**src/rtl/servant_uart_loader.sv**
```systemverilog
// Serial bootloader: receives a length-prefixed word image over UART 8N1 and writes it
// into RAM as a Wishbone initiator, holding the CPU in reset until the image is loaded.
module servant_uart_loader #(
    parameter int unsigned DIVISOR = 16,
    parameter int unsigned MEMSIZE = 8192,
    parameter logic [31:0] BASE    = 32'h0
) (
    input  logic        wb_clk,
    input  logic        wb_rst,
    input  logic        i_rx,
    output logic [31:0] o_wb_adr,
    output logic [31:0] o_wb_dat,
    output logic [3:0]  o_wb_sel,
    output logic        o_wb_we,
    output logic        o_wb_cyc,
    input  logic        i_wb_ack,
    output logic        o_cpu_rst,
    output logic        o_done,
    output logic        o_err
);
    localparam logic [31:0] WORDS     = 32'(MEMSIZE / 4);
    localparam logic [15:0] HALF_BIT  = 16'(DIVISOR / 2 - 1);
    localparam logic [15:0] FULL_BIT  = 16'(DIVISOR - 1);

    typedef enum logic [1:0] {RX_IDLE, RX_START, RX_DATA, RX_STOP} rx_state_t;
    typedef enum logic [2:0] {LD_LEN0, LD_LEN1, LD_DATA, LD_WRITE, LD_DONE} ld_state_t;

    rx_state_t   rx_state;
    logic        rx_meta, rx_sync, rx_prev;
    logic [15:0] bit_timer;
    logic [2:0]  bit_idx;
    logic [7:0]  rx_shift;
    logic [7:0]  rx_byte;
    logic        byte_valid, frame_err;

    ld_state_t   ld_state;
    logic        hold_full;
    logic [7:0]  hold_byte;
    logic [15:0] word_count, word_idx;
    logic [1:0]  byte_cnt;
    logic        take;
    logic [15:0] new_count;

    assign o_wb_sel  = 4'hF;
    assign o_wb_we   = o_wb_cyc;
    // The loader never consumes while a write is outstanding; bytes wait in the holding register.
    assign take      = hold_full && (ld_state != LD_WRITE);
    assign new_count = {hold_byte, word_count[7:0]};

    always_ff @(posedge wb_clk) begin
        if (wb_rst) begin
            rx_meta    <= 1'b1;
            rx_sync    <= 1'b1;
            rx_prev    <= 1'b1;
            rx_state   <= RX_IDLE;
            bit_timer  <= '0;
            bit_idx    <= '0;
            rx_shift   <= '0;
            rx_byte    <= '0;
            byte_valid <= 1'b0;
            frame_err  <= 1'b0;
        end else begin
            rx_meta    <= i_rx;
            rx_sync    <= rx_meta;
            rx_prev    <= rx_sync;
            byte_valid <= 1'b0;
            frame_err  <= 1'b0;
            case (rx_state)
                RX_IDLE: begin
                    if (rx_prev && !rx_sync) begin
                        rx_state  <= RX_START;
                        bit_timer <= HALF_BIT;
                    end
                end
                RX_START: begin
                    if (bit_timer == '0) begin
                        if (rx_sync) begin
                            rx_state <= RX_IDLE;
                        end else begin
                            rx_state  <= RX_DATA;
                            bit_timer <= FULL_BIT;
                            bit_idx   <= '0;
                        end
                    end else begin
                        bit_timer <= bit_timer - 16'd1;
                    end
                end
                RX_DATA: begin
                    if (bit_timer == '0) begin
                        rx_shift  <= {rx_sync, rx_shift[7:1]};
                        bit_timer <= FULL_BIT;
                        bit_idx   <= bit_idx + 3'd1;
                        if (bit_idx == 3'd7) rx_state <= RX_STOP;
                    end else begin
                        bit_timer <= bit_timer - 16'd1;
                    end
                end
                RX_STOP: begin
                    if (bit_timer == '0) begin
                        if (rx_sync) begin
                            byte_valid <= 1'b1;
                            rx_byte    <= rx_shift;
                        end else begin
                            frame_err <= 1'b1;
                        end
                        rx_state <= RX_IDLE;
                    end else begin
                        bit_timer <= bit_timer - 16'd1;
                    end
                end
                default: rx_state <= RX_IDLE;
            endcase
        end
    end

    always_ff @(posedge wb_clk) begin
        if (wb_rst) begin
            ld_state   <= LD_LEN0;
            hold_full  <= 1'b0;
            hold_byte  <= '0;
            word_count <= '0;
            word_idx   <= '0;
            byte_cnt   <= '0;
            o_wb_adr   <= BASE;
            o_wb_dat   <= '0;
            o_wb_cyc   <= 1'b0;
            o_cpu_rst  <= 1'b1;
            o_done     <= 1'b0;
            o_err      <= 1'b0;
        end else begin
            // A byte consumed this cycle frees the slot for one landing in the same cycle.
            if (byte_valid) begin
                if (hold_full && !take) begin
                    o_err <= 1'b1;
                end else begin
                    hold_byte <= rx_byte;
                    hold_full <= 1'b1;
                end
            end else if (take) begin
                hold_full <= 1'b0;
            end
            if (frame_err) o_err <= 1'b1;

            case (ld_state)
                LD_LEN0: begin
                    if (take) begin
                        word_count[7:0] <= hold_byte;
                        ld_state        <= LD_LEN1;
                    end
                end
                LD_LEN1: begin
                    if (take) begin
                        word_count[15:8] <= hold_byte;
                        byte_cnt         <= '0;
                        if (new_count == '0) begin
                            ld_state  <= LD_DONE;
                            o_done    <= 1'b1;
                            o_cpu_rst <= 1'b0;
                        end else if (32'(new_count) > WORDS) begin
                            o_err     <= 1'b1;
                            ld_state  <= LD_DONE;
                            o_done    <= 1'b1;
                            o_cpu_rst <= 1'b0;
                        end else begin
                            ld_state <= LD_DATA;
                        end
                    end
                end
                LD_DATA: begin
                    if (take) begin
                        o_wb_dat <= {hold_byte, o_wb_dat[31:8]};
                        byte_cnt <= byte_cnt + 2'd1;
                        if (byte_cnt == 2'd3) begin
                            ld_state <= LD_WRITE;
                            o_wb_cyc <= 1'b1;
                        end
                    end
                end
                LD_WRITE: begin
                    if (i_wb_ack) begin
                        o_wb_cyc <= 1'b0;
                        word_idx <= word_idx + 16'd1;
                        o_wb_adr <= o_wb_adr + 32'd4;
                        if (word_idx + 16'd1 == word_count) begin
                            ld_state  <= LD_DONE;
                            o_done    <= 1'b1;
                            o_cpu_rst <= 1'b0;
                        end else begin
                            ld_state <= LD_DATA;
                        end
                    end
                end
                LD_DONE: ;
                default: ld_state <= LD_LEN0;
            endcase
        end
    end
endmodule

```
**config.mk**
```make
export PLATFORM = sky130hd
export DESIGN_NAME = servant_uart_loader
export DESIGN_NICKNAME = d
export VERILOG_FILES = /design/src/rtl/servant_uart_loader.sv
export SDC_FILE = /design/constraint.sdc
export NUM_CORES = 1
export LEC_CHECK = 0
export ABC_AREA = 1
export ABC_CLOCK_PERIOD_IN_PS = 2100
export CORE_MARGIN = 4
export CORE_UTILIZATION = 25
export DETAILED_ROUTE_END_ITERATION = 8
export GPL_TIMING_DRIVEN = 0
export PLACE_DENSITY = 0.42
export SLEW_MARGIN = 20
export SYNTH_ARGS = -nofsm -noshare
export SYNTH_HDL_FRONTEND = slang
export SYNTH_SLANG_ARGS = --single-unit
```
**constraint.sdc**
```tcl
create_clock -name wb_clk -period 2.1 [get_ports wb_clk]
set_input_delay 0.525 -clock wb_clk [delete_from_list [all_inputs] [get_ports wb_clk]]
set_output_delay 0.525 -clock wb_clk [all_outputs]
set_load 0.02 [all_outputs]
```
Yosys cells after proc, flatten, opt, wreduce, memory -nomap -nowiden
Cells that the tools add are included.

storage, ports and cells
  bits in registers = 156
  bits in writable memories = 0
  bits of input ports = 4
  memories kept = 0
  logic and storage cells = 147
  output and inout bits = 73
  bits in latches = 0
  bits in read-only memories = 0

cells by class
  order comparisons = 1
  shift-type cells = 0
  $add $sub $neg = 5
  divide/modulo/power cells = 0
  reduce and logical (&&, ||, !) cells = 30
  multipliers = 0
  muxes and demuxes = 57
  equal/unequal tests = 27
  bitwise operators = 4

operators by type and width
  kind                                                   number
  two-way mux 16 bit                                     5
  case mux 16 bit (4 select lines)                       1
  two-way mux 3 bit                                      11
  adder 32 x 3 -> 32 bit (second input constant)         1
  zero test 16 bit                                       2
  inequality test 2 bit (second input constant)          14
  two-way mux 1 bit                                      25
  adder 16 x 1 -> 16 bit (second input constant)         1
  equality test 16 bit                                   1
  > comparator 16 x 12 -> 1 bit (second input constant)  1
  two-way mux 2 bit                                      8
  subtractor 16 x 1 -> 16 bit (second input constant)    1
  case mux 3 bit (5 select lines)                        1
  AND reduction 2 bit                                    7
  AND reduction 5 bit                                    2
  nonzero test 2 bit                                     5
  AND reduction 3 bit                                    3
  case mux 2 bit (4 select lines)                        1
  AND reduction 4 bit                                    2
  equality test 2 bit (second input constant)            3
  equality test 3 x 2 -> 1 bit (second input constant)   2
  equality test 3 bit (second input constant)            2
  inequality test 3 bit (second input constant)          2
  case mux 1 bit (2 select lines)                        3
  other kinds (14)                                       20

Logic depth before layout (Yosys ltp)
  depth after elaboration = 11
  gate-level depth with buffers = 16
  mapped depth without buffers = 16

Least setup slack after synthesis
Ideal clock, no wire load.

  path type = register -> register
  start point = reg o_wb_adr[8]
  end point = reg o_wb_adr[28]
  buffers on the path = 0
  cell stages (with the launch flop) = 10
  setup time = 0.113 ns
  clock period less this slack = 1.801 ns
  arrival = 1.688 ns
  data required time = 1.987 ns
  path slack = 0.299 ns
  path through = dfxtp_1 inv_1 nor3_4 inv_1 nor4_4 nand4_2 nor2_1 nand2_1 nand2_1 nor2_1

on the way
  word-level cells in the longest chain between the ends = 1

RTL lines
  element                 line  text
  start, declared         11    output logic [31:0] o_wb_adr,
  start signal, assigned  183   o_wb_adr <= o_wb_adr + 32'd4;
  adder 32 x 3 -> 32 bit  183

Every way passes these cells.
A chain may end at the register's enable or synchronous reset.

Worst setup path after layout
  start point = reg o_wb_cyc
  end point = out o_wb_we

RTL lines
  element                 line  text
  start, declared         15    output logic o_wb_cyc,
  start signal, assigned  126   o_wb_cyc <= 1'b0;
  start signal, assigned  175   o_wb_cyc <= 1'b1;
  start signal, assigned  181   o_wb_cyc <= 1'b0;
  end, declared           14    output logic o_wb_we,

No word-level cell between the ends.

==> metrics list <==
* Wire length of the first global-routing pass: between 30000 and 40000 um
- Switching part of the total: 33.6%
- A synthesized cell averages 7.31 um^2.
- The filler cells instantiated in the layout total between 3000 and 4000.
- Worst VDD drop: 0.478 mV
* Placeable core region: between 0.02 and 0.03 mm^2
- In the final layout, the multi-input gates occupy 0.00367 mm^2.
- Maximum number of pins on one net before global-route repair: 19
- Number of buffers between clock root and the deepest sink: 2
- Final clock skew: 0.0119 ns
- The final critical path takes up 97.1% of the cycle.
- Relative area change from synthesis to final layout: 28.0%
- Register cell area after layout: 0.00310 mm^2
- The routed layout has about 6600 vias.
- Number of flops mapped to enable cells by yosys: 0
* FF+latch count, synth: roughly 150
* Worst slack at placement: -0.505 ns
- Netlist area before placement: 0.00726 mm^2
- Cell taking the most area after synthesis: sky130_fd_sc_hd__dfxtp_1
* Crit path capture type: output pin
- CP Data Required Time: 1.57 ns
* Clock-pin slew on the worst setup and hold paths: 0.07 ns
* Internal power: 0.00536 W
- The floorplan step set the die width to 178 um.
- Number of endpoints failing setup at the final stage: 0
- CTS root buffer: sky130_fd_sc_hd__clkbuf_16
- Row count: 62
* Reg power frac: 39.9%
* Mapped Cells: 993
- First-iteration detailed-routing DRC count: 385
* Pwr/cell area: just under 900 mW/mm^2
- Achievable Freq: 0.490 GHz
- Max transition margin: 41.7%
* DR DRC count: 0
- Final global-route overflow total: 0
- Switching pwr: approximately 0.0027 W
- Number of buffers inserted during clock tree synthesis: 17
- TritonCTS built the clock tree.
- Commonest non-fill, non-tap cell in the layout: sky130_fd_sc_hd__nor2_1
- Critical path arrival: approximately 1.5 ns
- Initial antenna violation count: 1
- The flow ran to the end, and the final reports show no timing, DRC or antenna violations.
- Setup repair after global routing could not meet its margin everywhere.
- Drt pass-1 iters: 4
- The congestion estimate from routability-driven global placement came to 0.802.
- Library cell contributing the largest single delay on the critical path: sky130_fd_sc_hd__clkdlybuf4s50_1
- Clock network latency to the later pin of the worst-skew pair: 0.43 ns
- At the pin with the least slew margin, the transition time is 0.875 ns.
- Input and output buffers added on the ports amount to 69.
- Summed over its instances, the top area cell type makes up between 40% and 50% of the synthesized netlist area.
- Once the floorplan was initialized, standard cells occupied 25.3% of the core.
- Remaining antenna violation count: 0
- Final worst path period need: 2.04 ns
- Wires add up to 21200 um.
- After detailed routing, the average wire length per cell comes to 14.1 um.
- The number of global-route vias before repair is 6211.
* Count of synthesis-stage warnings from yosys: 0
- Inserted Diodes: 0
* Post-layout power: 0.00807 W
- The final layout contains 1117 nets.
* Startpoint types: register
* Share of async-settable or async-resettable flops after synthesis: 0%
- Die Span Y: 178 um
- Synth cell types: 49
- Count of maximum capacitance violations: 0
* Cell-by-cell listing of the critical path: buf_4 -> clkdlybuf4s50_1
- Commonest cells after routing, fill and taps aside: sky130_fd_sc_hd__nor2_1 (153), sky130_fd_sc_hd__dfxtp_1 (145), sky130_fd_sc_hd__nand2_1 (132), sky130_fd_sc_hd__o21ai_0 (112), sky130_fd_sc_hd__inv_1 (110)
- Sum of net half-perimeters after detailed placement: around 15000 um
* Worst Setup Path Type: register to output pin
- Along the worst path, the maximum fanout reaches 3.
- In the final timing run, aggregate negative setup slack is 0 ns.
- Fraction of final layout cells sized beyond drive strength 1: 12.0%
- TritonCTS sink count: about 150
- Worst path setup slack after routing: roughly 0.06 ns
- H-tree depth: 4
* Part of the power in the clock network: 38.2%
* Final hold vios: 0
- Per-cell via count in the routed design: 4.44
* Global-route usage over all layers: 13.3%
* Fraction of the yosys area taken by sequential cells: 42.4%
* Die area: 0.0318 mm^2
* Biggest cell delay along the critical path: 0.59 ns
* Leakage power summed over all cells: 3.93 nW
- Cells taking the most area after synthesis: sky130_fd_sc_hd__dfxtp_1 (42%), sky130_fd_sc_hd__nor2_1 (8.1%), sky130_fd_sc_hd__o21ai_0 (7.9%), sky130_fd_sc_hd__nand2_1 (6.9%), sky130_fd_sc_hd__a21oi_1 (6.2%)
- Most instantiated flip-flop cell in the synthesis netlist: sky130_fd_sc_hd__dfxtp_1
* Count of final max-slew check failures: 0
- The min-delay analysis places its worst path in the category register to register.
- Combinational logic burns 21.9% of the power.
* Number of top-level pins: 77
cell usage after synthesis, types with 5 or more instances:
library cell               instances
sky130_fd_sc_hd__nor3_2            6
sky130_fd_sc_hd__ha_1             12
sky130_fd_sc_hd__nor2_2            5
sky130_fd_sc_hd__xor2_1           14
sky130_fd_sc_hd__buf_4             8
sky130_fd_sc_hd__clkbuf_1         26
sky130_fd_sc_hd__nand2_1         133
sky130_fd_sc_hd__nand3_1          51
sky130_fd_sc_hd__inv_2             5
sky130_fd_sc_hd__nor3_1           12
sky130_fd_sc_hd__a21oi_1          90
sky130_fd_sc_hd__nor4_1            5
sky130_fd_sc_hd__nand4_1          15
sky130_fd_sc_hd__dfxtp_1         154
sky130_fd_sc_hd__o21ai_0         115
sky130_fd_sc_hd__nand3_2           5
sky130_fd_sc_hd__nor2_1          156
sky130_fd_sc_hd__inv_1           114
sky130_fd_sc_hd__nand2_2          12
sky130_fd_sc_hd__nor2_4            6
worst paths after layout:
kind                                  start      endpoint  slack [ns]  cells past startpoint
worst max-delay path               o_wb_cyc       o_wb_we        0.06                      2
worst min-delay path                rx_meta       rx_sync        0.41                      1
worst max register to register  ld_state[0]  o_wb_adr[19]        0.14                     11
worst min register to register      rx_meta       rx_sync        0.41                      1
cell families (layout without fill, tap and decap cells):
family / after synthesis / after routing / share of synthesized area [%]
other: 2 / 6 / 0.103
AND/OR/NAND/NOR: 423 / 424 / 27.8
buffers and inverters: 158 / 274 / 8.63
adder cells (fa/ha/maj): 12 / 12 / 2.07
XOR/XNOR: 19 / 19 / 2.67
flip-flops: 154 / 154 / 42.4
AO/OA/AOI/OAI: 225 / 225 / 16.3
state kept, by name, indices dropped and copies added, names as in the netlist, 2 cells and up, named ones only:
register    cells
rx_shift        8
bit_idx         3
byte_cnt        2
bit_timer      16
ld_state        3
word_count     16
hold_byte       8
o_wb_adr       30
o_wb_dat       32
word_idx       16
rx_byte         8
power by group through the flow:
stage	Clock, W	Combinational [W]	Sequential [W]
finish	0.00308	0.00177	0.00322
global route	0.00329	0.00202	0.00325
floorplan	0	0.00122	0.00325
CTS	0.00316	0.00156	0.00322
detailed placement	0	0.00155	0.00328
global placement	0	0.00156	0.00328
layout make-up:
class	instances	area share [%]
Multi-Input combinational cell	686	39.5
Sequential cell	154	33.4
Timing Repair Buffer	84	8.83
Tap cell	384	5.17
Inverter	120	4.85
Clock buffer	17	4.58
Buffer	38	1.98
Clock inverter	15	1.78
layer usage:
metal | share of wire (%) | wire length [um] | GRT usage, % | vias to the layer above
li1 | - | - | - | 3466
met1 | 51 | 10700 | 19.2 | 3036
met2 | 44 | 9320 | 20.2 | 126
met3 | 4.1 | 858 | 2.67 | 19
met4 | 1.4 | 306 | 3.81 | 0
met5 | 0 | 0 | 0 | -
critical path, delay by kind of cell, from the launching register on:
kind     cells  cell delay, ns
buf+inv      2            0.71
flops        1            0.38
what timing repair did:
action	4_1_cts	5_1_grt
gates cloned	0	1
setup buffers	0	15
pin swaps	0	10
hold buffers	0	0
resized for setup	8	37
endpoints found under the hold margin	0	0
setup endpoints to repair	16	37
stage by stage:
step	hold WS [ns]	util, %	instance area [um^2]	instances
after floorplan	0.389	-	7280	997
after detailed placement	0.395	29.4	8450	1450
after global placement	0.396	29.4	8450	1450
final	0.412	32.4	9300	1498
after global routing	0.423	32.4	9300	1498
after CTS	0.411	31.5	9050	1482
Power figures use the tool's default switching activity.
